### src/rtl/ccm_pkg.sv
// ccm_pkg: shared definitions for the CCM receive-side counter-mode decryptor.
//   - default field widths of the counter block A_i = {flag, nonce, i}
//   - FSM state encoding (IDLE/KS/DATA/TAG_KS/TAG)
//   - ctr_block(): builds A_i
//   - ks_byte():   extracts keystream byte idx, MSB first
package ccm_pkg;

  localparam int CCM_WIDTH_FLAG  = 8;
  localparam int CCM_WIDTH_NONCE = 100;
  localparam int CCM_WIDTH_COUNT = 20;
  localparam int CCM_WIDTH_KEY   = CCM_WIDTH_FLAG + CCM_WIDTH_NONCE + CCM_WIDTH_COUNT;

  localparam logic [2:0] ST_IDLE   = 3'd0;
  localparam logic [2:0] ST_KS     = 3'd1;
  localparam logic [2:0] ST_DATA   = 3'd2;
  localparam logic [2:0] ST_TAG_KS = 3'd3;
  localparam logic [2:0] ST_TAG    = 3'd4;

  function automatic logic [CCM_WIDTH_KEY-1:0] ctr_block(
    input logic [CCM_WIDTH_FLAG-1:0]  flag,
    input logic [CCM_WIDTH_NONCE-1:0] nonce,
    input logic [CCM_WIDTH_COUNT-1:0] i
  );
    return {flag, nonce, i};
  endfunction

  // Byte 0 is the most significant byte of the block.
  function automatic logic [7:0] ks_byte(
    input logic [CCM_WIDTH_KEY-1:0] block,
    input logic [3:0]               idx
  );
    logic [CCM_WIDTH_KEY-1:0] w_shifted;
    w_shifted = block << {idx, 3'b000};
    return w_shifted[CCM_WIDTH_KEY-1 -: 8];
  endfunction

endpackage

### src/rtl/ccm_keystream_gen.sv
// ccm_keystream_gen: owns the block counter and the keystream register.
//   clk, reset     clock, asynchronous active-low reset
//   i_ctr_init     set counter to 1 (start of a frame with payload)
//   i_ctr_inc      advance counter to the next payload block
//   i_load         ks <= A_ctr ^ key
//   i_load_zero    ks <= A_0 ^ key (MIC keystream)
//   i_flag/i_nonce counter block fields, latched by the caller
//   i_key          AES key stand-in, static for the frame
//   o_ks           registered keystream block
module ccm_keystream_gen
  import ccm_pkg::*;
(
  input  logic                       clk,
  input  logic                       reset,
  input  logic                       i_ctr_init,
  input  logic                       i_ctr_inc,
  input  logic                       i_load,
  input  logic                       i_load_zero,
  input  logic [CCM_WIDTH_FLAG-1:0]  i_flag,
  input  logic [CCM_WIDTH_NONCE-1:0] i_nonce,
  input  logic [CCM_WIDTH_KEY-1:0]   i_key,
  output logic [CCM_WIDTH_KEY-1:0]   o_ks
);

  logic [CCM_WIDTH_COUNT-1:0] r_ctr;
  logic [CCM_WIDTH_KEY-1:0]   r_ks;

  // NOTE: sequential state uses non-blocking assignments so every register
  // samples pre-edge values regardless of statement order.
  always_ff @(posedge clk or negedge reset) begin
    if (!reset) begin
      r_ctr <= '0;
      r_ks  <= '0;
    end else begin
      if (i_ctr_init)
        r_ctr <= CCM_WIDTH_COUNT'(1);
      else if (i_ctr_inc)
        r_ctr <= r_ctr + CCM_WIDTH_COUNT'(1);

      if (i_load)
        r_ks <= ctr_block(i_flag, i_nonce, r_ctr) ^ i_key;
      else if (i_load_zero)
        r_ks <= ctr_block(i_flag, i_nonce, '0) ^ i_key;
    end
  end

  assign o_ks = r_ks;

endmodule

### src/rtl/ccm_ctr_dec.sv
// ccm_ctr_dec: receive-side CCM counter-mode decryptor.
// Decrypts a byte-serial frame: payload bytes use S_1, S_2, ...; the trailing
// MIC bytes use S_0 and are collected into tag_data (first byte in the MSBs).
// Ports:
//   clk, reset                 clock, asynchronous active-low reset
//   frame_start, payload_length, ctr_nonce, ctr_flag   frame setup (IDLE only)
//   key_aes                    key, static for the frame
//   in_data/in_valid/in_ready  ciphertext stream in
//   out_data/out_valid/out_ready plaintext stream out
//   tag_data/tag_valid         recovered MIC, 1-cycle valid pulse
//   busy                       frame in progress
// Optional feature macro CCM_TAG_CHECK_EN: adds mic_ref input and tag_ok output
// (tag_ok = tag_valid && tag_data == mic_ref).
module ccm_ctr_dec
  import ccm_pkg::*;
#(
  parameter  int WIDTH       = 8,
  parameter  int WIDTH_NONCE = CCM_WIDTH_NONCE,
  parameter  int WIDTH_FLAG  = CCM_WIDTH_FLAG,
  parameter  int WIDTH_COUNT = CCM_WIDTH_COUNT,
  parameter  int WIDTH_LEN   = 16,
  parameter  int TAG_BYTES   = 8,
  localparam int WIDTH_KEY   = WIDTH_NONCE + WIDTH_FLAG + WIDTH_COUNT
) (
  input  logic                   clk,
  input  logic                   reset,
  input  logic                   frame_start,
  input  logic [WIDTH_LEN-1:0]   payload_length,
  input  logic [WIDTH_NONCE-1:0] ctr_nonce,
  input  logic [WIDTH_FLAG-1:0]  ctr_flag,
  input  logic [WIDTH_KEY-1:0]   key_aes,
  input  logic [WIDTH-1:0]       in_data,
  input  logic                   in_valid,
  output logic                   in_ready,
  output logic [WIDTH-1:0]       out_data,
  output logic                   out_valid,
  input  logic                   out_ready,
  output logic [TAG_BYTES*8-1:0] tag_data,
  output logic                   tag_valid,
  output logic                   busy
`ifdef CCM_TAG_CHECK_EN
  ,
  input  logic [TAG_BYTES*8-1:0] mic_ref,
  output logic                   tag_ok
`endif
);

  localparam int TAG_W = TAG_BYTES * 8;
  // Largest block count the counter can reach without wrapping.
  localparam logic [63:0] MAX_BLOCKS = (64'd1 << WIDTH_COUNT) - 64'd1;

  logic [2:0]             r_state;
  logic [WIDTH_LEN-1:0]   r_len_rem;
  logic [3:0]             r_byte_idx;
  logic [WIDTH_FLAG-1:0]  r_flag;
  logic [WIDTH_NONCE-1:0] r_nonce;
  logic [WIDTH-1:0]       r_out_data;
  logic                   r_out_valid;
  logic [TAG_W-1:0]       r_tag_data;
  logic                   r_tag_valid;

  logic [WIDTH_KEY-1:0]   w_ks;
  logic [7:0]             w_ks_byte;
  logic [63:0]            w_blocks;
  logic                   w_in_ready;
  logic                   w_in_fire;
  logic                   w_start;
  logic                   w_last_payload;
  logic                   w_ctr_inc;

  assign w_blocks       = (64'(payload_length) + 64'd15) >> 4;
  assign w_ks_byte      = ks_byte(w_ks, r_byte_idx);
  assign w_last_payload = (r_len_rem == WIDTH_LEN'(1));

  // NOTE: every always_comb output gets a default first so no path leaves a
  // signal unassigned (which would infer a latch).
  always_comb begin
    w_in_ready = 1'b0;
    case (r_state)
      ST_DATA: w_in_ready = !r_out_valid || out_ready;
      ST_TAG:  w_in_ready = 1'b1;
      default: w_in_ready = 1'b0;
    endcase
  end

  assign w_in_fire = in_valid && w_in_ready;
  assign w_start   = (r_state == ST_IDLE) && frame_start && (w_blocks <= MAX_BLOCKS);
  assign w_ctr_inc = (r_state == ST_DATA) && w_in_fire && !w_last_payload &&
                     (r_byte_idx == 4'd15);

  ccm_keystream_gen u_ks (
    .clk         (clk),
    .reset       (reset),
    .i_ctr_init  (w_start),
    .i_ctr_inc   (w_ctr_inc),
    .i_load      (r_state == ST_KS),
    .i_load_zero (r_state == ST_TAG_KS),
    .i_flag      (r_flag),
    .i_nonce     (r_nonce),
    .i_key       (key_aes),
    .o_ks        (w_ks)
  );

  always_ff @(posedge clk or negedge reset) begin
    if (!reset) begin
      r_state     <= ST_IDLE;
      r_len_rem   <= '0;
      r_byte_idx  <= '0;
      r_flag      <= '0;
      r_nonce     <= '0;
      r_out_data  <= '0;
      r_out_valid <= 1'b0;
      r_tag_data  <= '0;
      r_tag_valid <= 1'b0;
    end else begin
      r_tag_valid <= 1'b0;
      // A pending plaintext byte drains in any state; a new transfer below wins.
      if (out_ready)
        r_out_valid <= 1'b0;

      case (r_state)
        ST_IDLE: begin
          if (w_start) begin
            r_len_rem  <= payload_length;
            r_flag     <= ctr_flag;
            r_nonce    <= ctr_nonce;
            r_tag_data <= '0;
            r_state    <= (payload_length != '0) ? ST_KS : ST_TAG_KS;
          end
        end
        ST_KS: begin
          r_byte_idx <= '0;
          r_state    <= ST_DATA;
        end
        ST_DATA: begin
          if (w_in_fire) begin
            r_out_data  <= in_data ^ w_ks_byte;
            r_out_valid <= 1'b1;
            r_len_rem   <= r_len_rem - WIDTH_LEN'(1);
            r_byte_idx  <= r_byte_idx + 4'd1;
            if (w_last_payload)
              r_state <= ST_TAG_KS;
            else if (r_byte_idx == 4'd15)
              r_state <= ST_KS;
          end
        end
        ST_TAG_KS: begin
          r_byte_idx <= '0;
          r_state    <= ST_TAG;
        end
        ST_TAG: begin
          if (w_in_fire) begin
            r_tag_data <= (r_tag_data << 8) | TAG_W'(in_data ^ w_ks_byte);
            r_byte_idx <= r_byte_idx + 4'd1;
            if (r_byte_idx == 4'(TAG_BYTES - 1)) begin
              r_tag_valid <= 1'b1;
              r_state     <= ST_IDLE;
            end
          end
        end
        default: r_state <= ST_IDLE;
      endcase
    end
  end

  assign in_ready  = w_in_ready;
  assign out_data  = r_out_data;
  assign out_valid = r_out_valid;
  assign tag_data  = r_tag_data;
  assign tag_valid = r_tag_valid;
  assign busy      = (r_state != ST_IDLE);

`ifdef CCM_TAG_CHECK_EN
  assign tag_ok = r_tag_valid && (r_tag_data == mic_ref);
`else
  // No MIC comparison in this build.
`endif

endmodule

### config.mk
export PLATFORM = sky130hd
export DESIGN_NAME = ccm_ctr_dec
export DESIGN_NICKNAME = d
export VERILOG_FILES = /design/src/rtl/ccm_pkg.sv /design/src/rtl/ccm_keystream_gen.sv /design/src/rtl/ccm_ctr_dec.sv
export SDC_FILE = /design/constraint.sdc
export NUM_CORES = 1
export LEC_CHECK = 0
export CORE_ASPECT_RATIO = 2
export CORE_MARGIN = 5
export CORE_UTILIZATION = 30
export CTS_BUF_LIST = sky130_fd_sc_hd__clkbuf_8
export CTS_CLUSTER_SIZE = 20
export DETAILED_ROUTE_END_ITERATION = 6
export GPL_TIMING_DRIVEN = 0
export PLACE_DENSITY = 0.51
export SYNTH_ARGS = -nofsm -noshare
export SYNTH_HDL_FRONTEND = slang
export SYNTH_SLANG_ARGS = --single-unit
### constraint.sdc
create_clock -name clk -period 5.25 [get_ports clk]
set_input_delay 1.05 -clock clk [delete_from_list [all_inputs] [get_ports clk]]
set_output_delay 1.05 -clock clk [all_outputs]
set_load 0.01 [all_outputs]
After elaboration in Yosys (flattened, before gate mapping)
Index checks and enable logic that the tools add are counted.
Storage, ports and cells
  bits in registers: 353
  bits of input ports: 265
  output and inout bits: 76
  word-level logic and storage cells: 87
Operators by class
  add/subtract/negate cells: 4
  order comparisons: 1
  equal/unequal tests: 13
  shift operators: 1
  mux-type cells: 27
  bitwise logic cells: 5
  reduce and logical (&&, ||, !) cells: 25
Operator list (count)
  2-to-1 mux 128 bit: 2
  XOR 128 bit: 2
  2-to-1 mux 64 bit: 2
  one-hot mux 64 bit (2 select lines): 1
  left shift 128 x 7 -> 128 bit: 1
  OR 64 x 8 -> 64 bit: 1
  2-to-1 mux 20 bit: 2
  2-to-1 mux 16 bit: 2
  one-hot mux 16 bit (2 select lines): 1
  adder 20 x 1 -> 20 bit (second input constant): 1
  <= comparator 13 x 20 -> 1 bit (second input constant): 1
  2-to-1 mux 3 bit: 6
  adder 16 x 4 -> 17 bit (second input constant): 1
  == test 16 x 1 -> 1 bit (second input constant): 1
  nonzero test 16 bit: 1
  subtractor 16 x 1 -> 16 bit (second input constant): 1
  XOR 8 bit: 2
  one-hot mux 3 bit (5 select lines): 1
  nonzero test 2 bit: 5
  one-hot mux 4 bit (2 select lines): 1
  == test 3 x 2 -> 1 bit (second input constant): 2
  logical AND 1 bit: 6
  2-to-1 mux 1 bit: 6
  inequality test 2 bit (second input constant): 3
  18 further kinds: 24

Logic depth before layout (Yosys ltp)
Gate-level depths: netlist of the first run.
  depth in word-level cells: 9
  gate-level depth with buffers: 9
  gate-level depth less buffers: 7

Cells and area by module
Synthesis of the first run repeated with hierarchy kept, for this count alone.
Unflattened totals
  cell total of the unflattened synthesis: 1388
  area, all modules: 16358.2 um2
Modules (own cells, without submodules)
  ccm_ctr_dec: times used 1, cells an instance 715, area each 9530.4 um2, seq. area each 5129.9 um2
  ccm_keystream_gen: times used 1, cells an instance 673, area each 6827.8 um2, seq. area each 3703.6 um2

Worst setup path before layout of the first run
OpenSTA, ideal clock, no wires.
  path type: input -> output
  from: input port out_ready
  to: output port in_ready
  arrival time: 1.638 ns
  required time: 4.200 ns
  path slack: 2.562 ns
  cell stages on the path: 4
  path buffers: 1
  cell sequence: nand2b_1 > buf_4 > a21oi_1 > nor2_1
Between the ends
  cells in the longest elaborated chain, start to end: 2
RTL lines
  from (decl): RTL line ccm_ctr_dec.sv:37  | input logic out_ready,
  logical OR 1 bit: RTL line ccm_ctr_dec.sv:80  | ST_DATA: w_in_ready = !r_out_valid || out_ready;
  one-hot mux 1 bit (2 select lines): RTL line ccm_ctr_dec.sv:79  | case (r_state)
  to (decl): RTL line ccm_ctr_dec.sv:34  | output logic in_ready,
No other way between the ends.

Worst setup path after layout of the first run
  from: input port frame_start
  to: register r_nonce[76]
Between the ends
  cells in the longest elaborated chain, start to end: 3
RTL lines
  from (decl): RTL line ccm_ctr_dec.sv:27  | input logic frame_start,
  logical AND 1 bit (2 in series): RTL line ccm_ctr_dec.sv:87  | assign w_start = (r_state == ST_IDLE) && frame_start && (w_blocks <= MAX_BLOCKS);
  AND reduction 2 bit (no line)
  to (signal assigned): RTL line ccm_ctr_dec.sv:126  | r_nonce <= ctr_nonce;
  to (decl): RTL line ccm_ctr_dec.sv:56  | logic [WIDTH_NONCE-1:0] r_nonce;
No other way between the ends.
A chain may end at the register's enable or synchronous reset.

==> results.txt, run 1 <==
The tool flagged a number of max-cap violations equal to 0. The initial utilization of the core area, before any placement, comes to 0.302. The clock edge transition at the registers on the reported setup and hold paths came out at 0.07 ns. The path class of the tightest hold or removal check is in -> async. After clock tree synthesis, the repair step resized 0 gates. The total overflow left after global routing is 0. The number of standard cells after synthesis is 1567. The critical path is of the in -> reg type.

The arrival time of the worst setup path came out at 4.50 ns. The H-tree depth came out at 2. The number of hold-slack violations in the final timing report came out at 0. The static leakage is a little over 9 nW. The worst setup margin came out at 1.31 ns. The first global-routing pass estimated 89300 µm of wire. STA classifies the critical path startpoint as a primary input.

The die outline width is 173 µm. Setup repair after global routing left no endpoint under its margin. The placed instances occupy a cell area of 20200 µm². The overall fraction of global-route tracks in use is 0.202. In this run, synthesis inferred 0 flip-flops with an integrated enable.

The final layout contains routed wiring with a total length of 60100 µm. The post-CTS repair timing setup buffer count is 0. After detailed routing, the number of vias per cell comes to 4.93.

After the first detailed-routing iteration, the DRC count stood at around 840. The total clock sinks came out at approximately 350. The commonest register cell after synthesis is sky130_fd_sc_hd__dfrtp_1. After synthesis, the share of flip-flops with an asynchronous set or reset is 1.00. The netlist uses 59 different library cells. Excluding fillers, the count of instances in the completed layout stands at 2673. The total of endpoints with negative setup slack in the final report came out at 0. The area of the placeable core came out at 52600 µm². The transition at the pin with the smallest max-transition slack came out at about 1.3 ns. On the final layout, the worst clock skew is 0.0287 ns. The required time of the critical path is 5.81 ns.

Synthesis produced a netlist with a net count of 1836. Entering global routing, the biggest net connects 122 pins. The clock period minus final worst setup slack is 3.94 ns. The smallest hold slack came out at 0.191 ns. The cell area after synthesis came out at 15900 µm². For this design the top-level I/O count stands at 341. The worst setup path is captured at a flip-flop. The number of synthesis warnings is 0. The average size of a mapped cell came out at 10.1 µm². The placed cell count is 2575. The summed area of non-filler cells in the final layout came out at 21200 µm². The routability congestion estimate came out at 0.934. The count of antenna-violating nets left after detailed routing came out at 0. The die covers 57900 µm². The sequential cell area fraction in the yosys report came out at 0.556. Buffers inserted during clock tree synthesis total 54. Along the worst path, the maximum fanout reaches 10.

The die is 335 µm tall. The tree is rooted in a sky130_fd_sc_hd__clkbuf_8. The growth of design area from synthesis to finish came out at 33.7%. The share of the cycle needed by the critical path after routing is 0.750. Input and output buffers added on the ports amount to 340. The number of global-route vias before repair came out at 14100. The post-place setup slack came out at approximately 0.51 ns. The max-slew headroom at the worst pin came out at 0.0978. The via count is 13200. The maximum vdd ir drop is 0.236 mV.

The number of buffers inserted by hold repair at cts came out at 0. In this run the power density over the cells is 525 nW/µm². In the routed design, unresolved DRC markers number 0. The number of pins with negative max-slew slack in the final report came out at 0. The fmax is 254 MHz. The number of antenna violations at the first check in global routing is 9.

TritonCTS built the clock tree. In the final layout, the share of cells above drive strength 1 is 0.0624. At the end of the flow, the number of nets in the layout was 2235. The number of rows in the core area came out at roughly 120. After routing, the total negative slack on setup checks comes to 0 ns. The flow ran to the end, and the final reports show no timing, DRC or antenna violations. The maximum count of clock buffers along a single path is 3. The number of register bits inferred by synthesis came out at 353. The routed length per placed instance is 22.5 µm. The number of detailed-routing iterations run before antenna repair is 5. The placed wire-length estimate came out at 47400 µm. The clock latency of the later-clocked register in the worst-skew pair came out at approximately 0.64 ns.
registers in the layout, indices dropped and copies added (netlist names):
signal	cells
out_data	8
out_valid	1
r_byte_idx	4
r_flag	8
r_len_rem	16
r_nonce	100
r_state	3
tag_data	64
tag_valid	1
u_ks.o_ks	128
u_ks.r_ctr	20
power breakdown:
part	switching, W	internal (W)	total [W]
Clock	0.00113	0.00111	0.00225
Combinational	0.00246	0.00174	0.00420
Sequential	0.000927	0.00378	0.00470
cell usage in the layout (no fill, tap or decap), drive strengths merged, types with 16 or more instances in the layout:
cell type,instances
inv,34
clkbuf,140
mux4,26
dfrtp,353
nor2,28
nor2b,23
a21oi,30
buf,20
nand3,16
o21ai,147
nand2,476
clkdlybuf4s50,339
xnor2,138
a22o,69
layout make-up:
| type | instances | area, µm² |
|---|---|---|
| inverter | 9 | 33.8 |
| fill | 5217 | 31300 |
| antenna | 5 | 12.5 |
| sequential | 353 | 8830 |
| multi-input combinational | 1110 | 6630 |
| clock buffer | 61 | 840 |
| buffer | 95 | 380 |
| tap | 665 | 832 |
| clock inverter | 32 | 179 |
| timing repair buffer | 343 | 3490 |
layer usage:
metal | vias to the layer above | track usage | wire length, µm | part of all wire
li1 | 6151 | - | - | -
met1 | 6396 | 0.213 | 21200 | 0.35
met2 | 487 | 0.378 | 31900 | 0.53
met3 | 143 | 0.0395 | 3330 | 0.055
met4 | 10 | 0.104 | 3640 | 0.061
met5 | - | 0 | 50 | 0.00083
worst max-delay path, cell delays in order:
cell and delay, ns:
sky130_fd_sc_hd__clkdlybuf4s50_1 0.58, sky130_fd_sc_hd__nor4b_1 1.09, sky130_fd_sc_hd__clkbuf_1 0.96, sky130_fd_sc_hd__clkbuf_1 0.58
sky130_fd_sc_hd__nand2_1 0.14, sky130_fd_sc_hd__nand2_1 0.09
cells in the mapped netlist, drive strengths merged, types with 6 or more instances:
cell type | number | area share
xnor2 | 138 | 0.076
nand3 | 16 | 0.0050
nor4 | 8 | 0.0032
or3 | 9 | 0.0039
a22o | 69 | 0.038
a221oi | 8 | 0.0044
nand4 | 6 | 0.0024
nor2b | 23 | 0.0091
nand2 | 476 | 0.11
mux2i | 14 | 0.0088
mux4 | 26 | 0.037
mux2 | 6 | 0.0043
nor3 | 14 | 0.0044
inv | 9 | 0.0021
o31ai | 13 | 0.0061
o21ai | 147 | 0.046
buf | 16 | 0.0053
a22oi | 7 | 0.0033
dfrtp | 353 | 0.56
a21oi | 30 | 0.0095
nor2 | 28 | 0.0066
clkbuf | 79 | 0.019
or4 | 9 | 0.0045
kinds of logic after synthesis:
logic type,Yosys count,share of synthesized area
AND/OR/NAND/NOR,616,0.164
flip-flops,353,0.556
AO/OA/AOI/OAI,303,0.122
XOR/XNOR,141,0.0778
buffers and inverters,104,0.0261
multiplexers,46,0.0500
adder cells (fa/ha/maj),4,0.00315
per-stage QoR:
stage,utilization,power (W)
floorplan,-,0.00697
global placement,0.383,0.00889
detailed placement,0.384,0.00900
CTS,0.404,0.0113
global route,0.404,0.0119
finish,0.404,0.0111
final timing paths:
path | cells past startpoint | start | slack (ns) | to
setup reg to reg | 6 | r_byte_idx[3]$_DFFE_PN0P_ | 1.73 | out_data[5]$_DFFE_PN0P_
hold reg to reg | 2 | u_ks.o_ks[28]$_DFFE_PN0P_ | 0.49 | u_ks.o_ks[28]$_DFFE_PN0P_
setup / recovery | 6 | frame_start | 1.31 | r_nonce[76]$_DFFE_PN0P_
max in group asynchronous | 3 | reset | 3.68 | u_ks.o_ks[75]$_DFFE_PN0P_
min in group clk | 2 | u_ks.o_ks[28]$_DFFE_PN0P_ | 0.49 | u_ks.o_ks[28]$_DFFE_PN0P_
hold / removal | 1 | reset | 0.19 | r_len_rem[12]$_DFFE_PN0P_
Note: power is estimated with default switching activity, not from simulation.
==> run 2, diff against run 1 <==
--- a/config.mk
+++ b/config.mk
@@ -12,7 +12,7 @@
 export CTS_CLUSTER_SIZE = 20
 export DETAILED_ROUTE_END_ITERATION = 6
 export GPL_TIMING_DRIVEN = 0
-export PLACE_DENSITY = 0.51
+export PLACE_DENSITY = 0.53
 export SYNTH_ARGS = -nofsm -noshare
 export SYNTH_HDL_FRONTEND = slang
 export SYNTH_SLANG_ARGS = --single-unit
==> constraint.sdc (replaced) <==
create_clock -name clk -period 3.55 [get_ports clk]
set_input_delay 0.71 -clock clk [delete_from_list [all_inputs] [get_ports clk]]
set_output_delay 0.71 -clock clk [all_outputs]
set_load 0.01 [all_outputs]
==> results.txt, run 2 (same netlist as run 1, synthesis figures left out) <==
The critical register-to-register path startpoint is r_byte_idx[3]$_DFFE_PN0P_ (unchanged). The startpoint of the worst setup timing path is r_byte_idx[3]$_DFFE_PN0P_ (was frame_start). The number of buffers created by CTS came out at 54 (unchanged). The overall power of the completed layout is 0.0168 W (was 0.0111 W). The number of detailed-routing iterations run before antenna repair is 5 (unchanged). The number of hold-slack violations in the final timing report came out at 0 (unchanged). The total of endpoints with negative setup slack in the final report came out at 0 (unchanged). The worst reg-to-reg setup slack came to 0.18 ns (was 1.73 ns). The final global-route overflow total is 0 (unchanged). The arrival time of the worst setup path is 3.90 ns (was 4.50 ns). The effective utilization at floorplan came to 0.302 (unchanged). The most common cell after layout, fill and taps aside was sky130_fd_sc_hd__nand2_1 (unchanged). The clock tree from TritonCTS is done (unchanged).

The element type at the critical path start is a flip-flop (was primary input). The maximum fanout along the worst path is 10 (unchanged). The total clock sinks is 353 (unchanged).

Top library cells by usage in the layout, fill and taps aside: sky130_fd_sc_hd__nand2_1, sky130_fd_sc_hd__dfrtp_1, sky130_fd_sc_hd__clkdlybuf4s50_1, sky130_fd_sc_hd__o21ai_0, sky130_fd_sc_hd__xnor2_1 (unchanged). The number of rows in the core area came out at 119 (unchanged). The root buffer cell is sky130_fd_sc_hd__clkbuf_8 (unchanged). The proportion of layout cells with a drive suffix above 1 came out at 0.0667 (was 0.0624).

The aggregate routed wire length came out at 59400 µm (was 60100 µm). The flip-flop count of the largest register, all copies and words added is 128 (unchanged). The number of antenna violations at the first check in global routing came out at 5 (was 9). The number of pins with negative max-slew slack in the final report is 0 (unchanged). The total power density per cell area came out at 787 nW/µm² (was 525 nW/µm²).

The clock latency of the later-clocked register in the worst-skew pair came to 0.65 ns (was 0.64 ns). The sum of negative setup slack is 0 ns (unchanged). The critical path class is reg -> reg (was in -> reg). The height of the chip came out at 335 µm (unchanged).

The termination of the worst setup path is out_data[5]$_DFFE_PN0P_ (was r_nonce[76]$_DFFE_PN0P_). The ratio of routed vias to standard cells is 4.90 (was 4.93). The placed cell count came out at 2576 (was 2575).

Setup repair after global routing missed its margin: no (unchanged). The max-slew headroom at the worst pin was 0.276 (was 0.0978). The routability congestion estimate is 0.929 (was 0.934).

Static timing analysis puts the maximum clock frequency at just under 300 MHz. The first-pass GRT wire length came out at 88600 µm (was 89300 µm). The end of the worst register-to-register path is out_data[5]$_DFFE_PN0P_ (unchanged). The area of the placeable core is 52600 µm² (unchanged). The placed wire-length estimate is 46800 µm (was 47400 µm). The number of top-level design ports is 341 (unchanged). The count of antenna-violating nets left after detailed routing came out at 0 (unchanged). The number of DRC markers in iteration 0 came to 569 (was 839). The growth of design area from synthesis to finish came out at 34.7% (was 33.7%).

The clock edge transition at the registers on the reported setup and hold paths came out at 0.07 ns (about the same). The maximum vdd ir drop was 0.329 mV (was 0.236 mV). The transition at the pin with the smallest max-transition slack came out at 1.09 ns (was 1.33 ns). The pin count of the biggest net entering global routing came to 119 (was 122).

The H-tree depth came out at 2 (unchanged). The die outline width is 173 µm (unchanged). The via count came out at 13100 (was 13200). The worst hold path begins at out_data[4]$_DFFE_PN0P_. The residual DRC count came out at 0 (unchanged). The number of global-route vias before repair was 14100 (about the same).

The post-place setup slack was -0.539 ns (was 0.510 ns). The count of buffers inserted at the top-level ports came to 340 (unchanged). The share of the cycle needed by the critical path after routing is 0.951. The post-layout net count came out at 2236 (was 2235). The area after detailed placement is 20200 µm² (about the same). The type of the most critical hold path is reg -> reg (was in -> async). Result of the run: finished clean (unchanged). The summed area of non-filler cells in the final layout came out at 21400 µm² (was 21200 µm²). The worst setup margin came out at 0.175 ns (was 1.31 ns). The clock period minus final worst setup slack is 3.37 ns. The overall fraction of global-route tracks in use came to 0.199 (was 0.202). The required time of the critical path is 4.08 ns (was 5.81 ns). The die area came out at 57900 µm² (unchanged).

The static leakage is 9.27 nW (was 9.20 nW). The routed length per placed instance came to 22.2 µm (was 22.5 µm). The number of filler cells placed in the layout came out at 5181 (was 5217). The logic depth of the worst register-to-register path came out at 6 (unchanged).

The number of maximum-capacitance violations was 0 (unchanged). The worst-case clock skew came out at 0.0369 ns (was 0.0287 ns). The capturing element type of the critical path was a flip-flop (unchanged).

The maximum count of clock buffers along a single path is 3 (unchanged). The count of placed standard cells in the final layout, fillers left out came out at 2679 (was 2673).
run 2: changes by cell type in the layout (fill, tap and decap cells not counted):
cell and change:
sky130_fd_sc_hd__inv_8 -2, sky130_fd_sc_hd__clkinv_2 +1, sky130_fd_sc_hd__buf_2 +1, sky130_fd_sc_hd__clkbuf_1 -1, sky130_fd_sc_hd__clkbuf_8 +6, sky130_fd_sc_hd__inv_1 -3, sky130_fd_sc_hd__bufinv_16 +3, sky130_fd_sc_hd__dlygate4sd3_1 +1
run 2: cell type report:
cell class              count  area [µm²]  share of cell area
multi-input cells        1110        6630               0.310
repair buffers            345        3510               0.164
clock buffers              67         922              0.0431
inverters                   9        33.8             0.00158
plain buffers              94         377              0.0176
clock inverters            31         240              0.0112
flip-flops and latches    353        8830               0.413
diodes                      5        12.5            0.000585
well taps                 665         832              0.0389
run 2: metrics by stage:
step	utilization	hold WS, ns
after CTS	0.407	0.487
after global routing	0.407	0.509
after floorplan	-	0.414
after detailed placement	0.384	0.473
final	0.407	0.481
after global placement	0.383	0.465
run 2: worst max-delay path, cell delays in order, from the launching register on:
cell	delay [ns]
sky130_fd_sc_hd__dfrtp_1	0.51
sky130_fd_sc_hd__buf_1	0.45
sky130_fd_sc_hd__clkbuf_1	0.58
sky130_fd_sc_hd__mux4_2	0.40
sky130_fd_sc_hd__a221oi_1	0.80
sky130_fd_sc_hd__xnor2_1	0.19
sky130_fd_sc_hd__mux2_2	0.30
run 2: worst min path at each step:
stage | end | slack, ns | cells after the start
final | out_data[4]$_DFFE_PN0P_ | 0.48 | 2
after global routing | u_ks.o_ks[24]$_DFFE_PN0P_ | 0.51 | 2
after CTS | u_ks.o_ks[23]$_DFFE_PN0P_ | 0.49 | 2
after detailed placement | u_ks.o_ks[23]$_DFFE_PN0P_ | 0.47 | 2
after global placement | out_data[2]$_DFFE_PN0P_ | 0.46 | 2
after floorplan | out_data[0]$_DFFE_PN0P_ | 0.41 | 0
run 2: where the power goes:
part / switching (W) / internal (W) / leakage, nW
Combinational: 0.00361 / 0.00257 / 4.12
Sequential: 0.00135 / 0.00558 / 4.49
Clock: 0.00172 / 0.00199 / 0.664
run 2: metal layers:
layer	track usage	part of all wire	wire length, µm	vias to the layer above
met5	0	0.00022	13	-
met4	0.116	0.064	3820	2
met3	0.0347	0.047	2810	126
met2	0.362	0.52	31000	449
met1	0.216	0.36	21700	6408
li1	-	-	-	6150
run 2: repair_timing:
item,4_1_cts,5_1_grt
hold endpoints to repair,50,0
hold buffers,1,0
setup endpoints to repair,0,2
gates resized for setup,0,0
setup buffers,0,0
==> run 3, diff against run 2 <==
--- a/config.mk
+++ b/config.mk
@@ -5,7 +5,6 @@
 export SDC_FILE = /design/constraint.sdc
 export NUM_CORES = 1
 export LEC_CHECK = 0
-export CORE_ASPECT_RATIO = 2
 export CORE_MARGIN = 5
 export CORE_UTILIZATION = 30
 export CTS_BUF_LIST = sky130_fd_sc_hd__clkbuf_8
==> results.txt, run 3 (same netlist as run 1, synthesis figures left out) <==
Result of the run: finished clean (unchanged). The H-tree depth is 3 (was 2). The count of instances resized after the clock tree is built is 0 (unchanged). The maximum count of clock buffers along a single path was 3 (unchanged).

The aggregate routed wire length came out at 57100 µm (was 59400 µm). The maximum fanout along the worst path is 10 (unchanged). The count of placed standard cells in the final layout, fillers left out came to 2707 (was 2679). The clock edge transition at the registers on the reported setup and hold paths is 0.05 ns (was 0.07 ns). The number of detailed-routing iterations run before antenna repair was 5 (unchanged). The count of antenna-violating nets left after detailed routing is 0 (unchanged).

The capturing element type of the critical path is a flip-flop (unchanged). The fmax is 303 MHz (was 296 MHz). The area after detailed placement came out at 20200 µm² (about the same). The number of maximum-capacitance violations came out at 0 (unchanged). The post-CTS repair timing setup buffer count came out at 0 (unchanged). The first-pass GRT wire length is 85400 µm (was 88600 µm). The max-slew headroom at the worst pin is 0.202 (was 0.276).

The fraction of power consumed by the clock network is 0.224 (was 0.221). The number of global-route vias before repair came out at 13800 (was 14100). The post-layout net count came out at 2248 (was 2236). The static leakage is 9.29 nW (was 9.27 nW). The summed area of non-filler cells in the final layout is 21500 µm² (was 21400 µm²). The number of buffers inserted by hold repair at cts was 0 (was 1). The number of DRC markers in iteration 0 was 879 (was 569). The ratio of routed vias to standard cells came out at 4.86 (was 4.90).

The combinational cell fraction of total power is 0.363 (was 0.367). The worst-case clock skew is 0.0276 ns (was 0.0369 ns). The portion of total power attributed to sequential cells came out at 0.412 (about the same). The growth of design area from synthesis to finish was 35.1% (was 34.7%).

The residual DRC count is 0 (unchanged). The critical path class is in -> reg (was reg -> reg). The die outline width is 240 µm (was 173 µm). The flip-flop count of the largest register, all copies and words added came to 128 (unchanged).

The placed wire-length estimate came out at 44200 µm (was 46800 µm). The number of antenna violations at the first check in global routing is 2 (was 5). The required time of the critical path is 4.10 ns (was 4.08 ns). The total of endpoints with negative setup slack in the final report is 0 (unchanged). The placed cell count came out at 2598 (was 2576). The clock tree from TritonCTS is done (unchanged). The switching fraction of total power is 0.394 (was 0.397). The clock latency of the later-clocked register in the worst-skew pair came out at 0.62 ns (was 0.65 ns). The arrival time of the worst setup path is 3.85 ns (was 3.90 ns).

The number of hold-slack violations in the final timing report came out at 0 (unchanged). The maximum vdd ir drop came out at 0.285 mV (was 0.329 mV). The transition at the pin with the smallest max-transition slack came out at 1.18 ns (was 1.09 ns).

The root buffer cell is sky130_fd_sc_hd__clkbuf_8 (unchanged). The element type at the critical path start is a primary input (was flip-flop). The smallest hold slack is 0.0277 ns (was 0.481 ns).

Setup repair after global routing missed its margin: no (unchanged). The routed length per placed instance is 21.1 µm (was 22.2 µm). The area of the placeable core is 52600 µm² (about the same).

The total power density per cell area came to 783 nW/µm² (was 787 nW/µm²). The final global-route overflow total is 0 (unchanged). The clock period minus final worst setup slack came out at 3.30 ns (was 3.37 ns).

The height of the chip came out at 240 µm (was 335 µm). The number of pins with negative max-slew slack in the final report came out at 0 (unchanged). The worst setup margin is 0.247 ns (was 0.175 ns). The overall fraction of global-route tracks in use is 0.196 (was 0.199).

The most common cell after layout, fill and taps aside is sky130_fd_sc_hd__nand2_1 (unchanged). The post-place setup slack is -0.500 ns (was -0.539 ns). The die area came out at 57600 µm² (was 57900 µm²).

The internal portion of total power came out at 0.0102 W (was 0.0101 W). The pin count of the biggest net entering global routing was 120 (was 119). The via count came to 13200 (was 13100). The proportion of layout cells with a drive suffix above 1 is 0.0699 (was 0.0667). The net switching power figure came out at 0.00662 W (was 0.00668 W). The type of the most critical hold path is in -> async (was reg -> reg). The number of top-level design ports came out at 341 (unchanged). The total clock sinks is 353 (unchanged). The utilization after layout came out at 0.408 (was 0.407). The share of the cycle needed by the critical path after routing is 0.931 (was 0.951).

The number of rows in the core area came out at 84 (was 119). Top library cells by usage in the layout, fill and taps aside: sky130_fd_sc_hd__nand2_1, sky130_fd_sc_hd__dfrtp_1, sky130_fd_sc_hd__clkdlybuf4s50_1, sky130_fd_sc_hd__o21ai_0, sky130_fd_sc_hd__xnor2_1 (unchanged). The count of buffers inserted at the top-level ports is 340 (unchanged). The routability congestion estimate is 0.885 (was 0.929). The effective utilization at floorplan is 0.302 (about the same). The number of buffers created by CTS was 67 (was 54).
run 3: cell count changes in the layout (fill, tap and decap cells not counted), sizes merged:
cell and delta:
clkbuf +10, diode -2, buf -1, bufinv -3, dlygate4sd3 -1, inv +2
run 3: final cells by class:
class                      count  area [µm²]
antenna                        3        7.51
buffer                        95         380
clock buffer                  76        1050
clock inverter                30         168
fill                        5211       31100
inverter                       9        33.8
multi-input combinational   1110        6630
sequential                   353        8830
tap                          688         861
timing repair buffer         343        3490
run 3: through the flow:
stage / power [W] / TNS (ns)
2_1_floorplan: 0.0103 / 0
3_3_place_gp: 0.0130 / -5068.32
3_5_place_dp: 0.0132 / -46.48
4_1_cts: 0.0171 / 0
5_1_grt: 0.0180 / 0
6_report: 0.0168 / 0
run 3: path summary, 6_finish.rpt:
kind / startpoint / endpoint / depth (start not counted) / slack, ns
setup / recovery: frame_start / r_nonce[7]$_DFFE_PN0P_ / 6 / 0.25
hold reg to reg: u_ks.o_ks[90]$_DFFE_PN0P_ / u_ks.o_ks[90]$_DFFE_PN0P_ / 2 / 0.49
setup reg to reg: r_state[0]$_DFFE_PN0P_ / r_nonce[7]$_DFFE_PN0P_ / 6 / 0.34
min in group clk: u_ks.o_ks[90]$_DFFE_PN0P_ / u_ks.o_ks[90]$_DFFE_PN0P_ / 2 / 0.49
max in group asynchronous: reset / u_ks.o_ks[86]$_DFFE_PN0P_ / 3 / 2.06
hold / removal: reset / r_len_rem[3]$_DFFE_PN0P_ / 1 / 0.03
run 3: critical path, stage by stage:
cell and delay, ns:
sky130_fd_sc_hd__clkdlybuf4s50_1 0.57, sky130_fd_sc_hd__nor4b_1 0.97, sky130_fd_sc_hd__clkbuf_1 0.90, sky130_fd_sc_hd__clkbuf_1 0.49, sky130_fd_sc_hd__nand2_1 0.12, sky130_fd_sc_hd__nand2_1 0.08
run 3: power groups by stage:
stage / clock (W) / sequential [W] / combinational (W)
after CTS: 0.00393 / 0.00692 / 0.00622
after global routing: 0.00411 / 0.00708 / 0.00685
final: 0.00377 / 0.00693 / 0.00610
after detailed placement: 0 / 0.00698 / 0.00620
after global placement: 0 / 0.00694 / 0.00608
after floorplan: 0 / 0.00640 / 0.00390
run 3: metal layers:
layer  track usage  wire length (µm)  vias up
li1              -                 -     6179
met1         0.262             24700     6460
met2         0.316             27000      422
met3        0.0489              3940       86
met4        0.0602              1340        4
met5             0                29        -
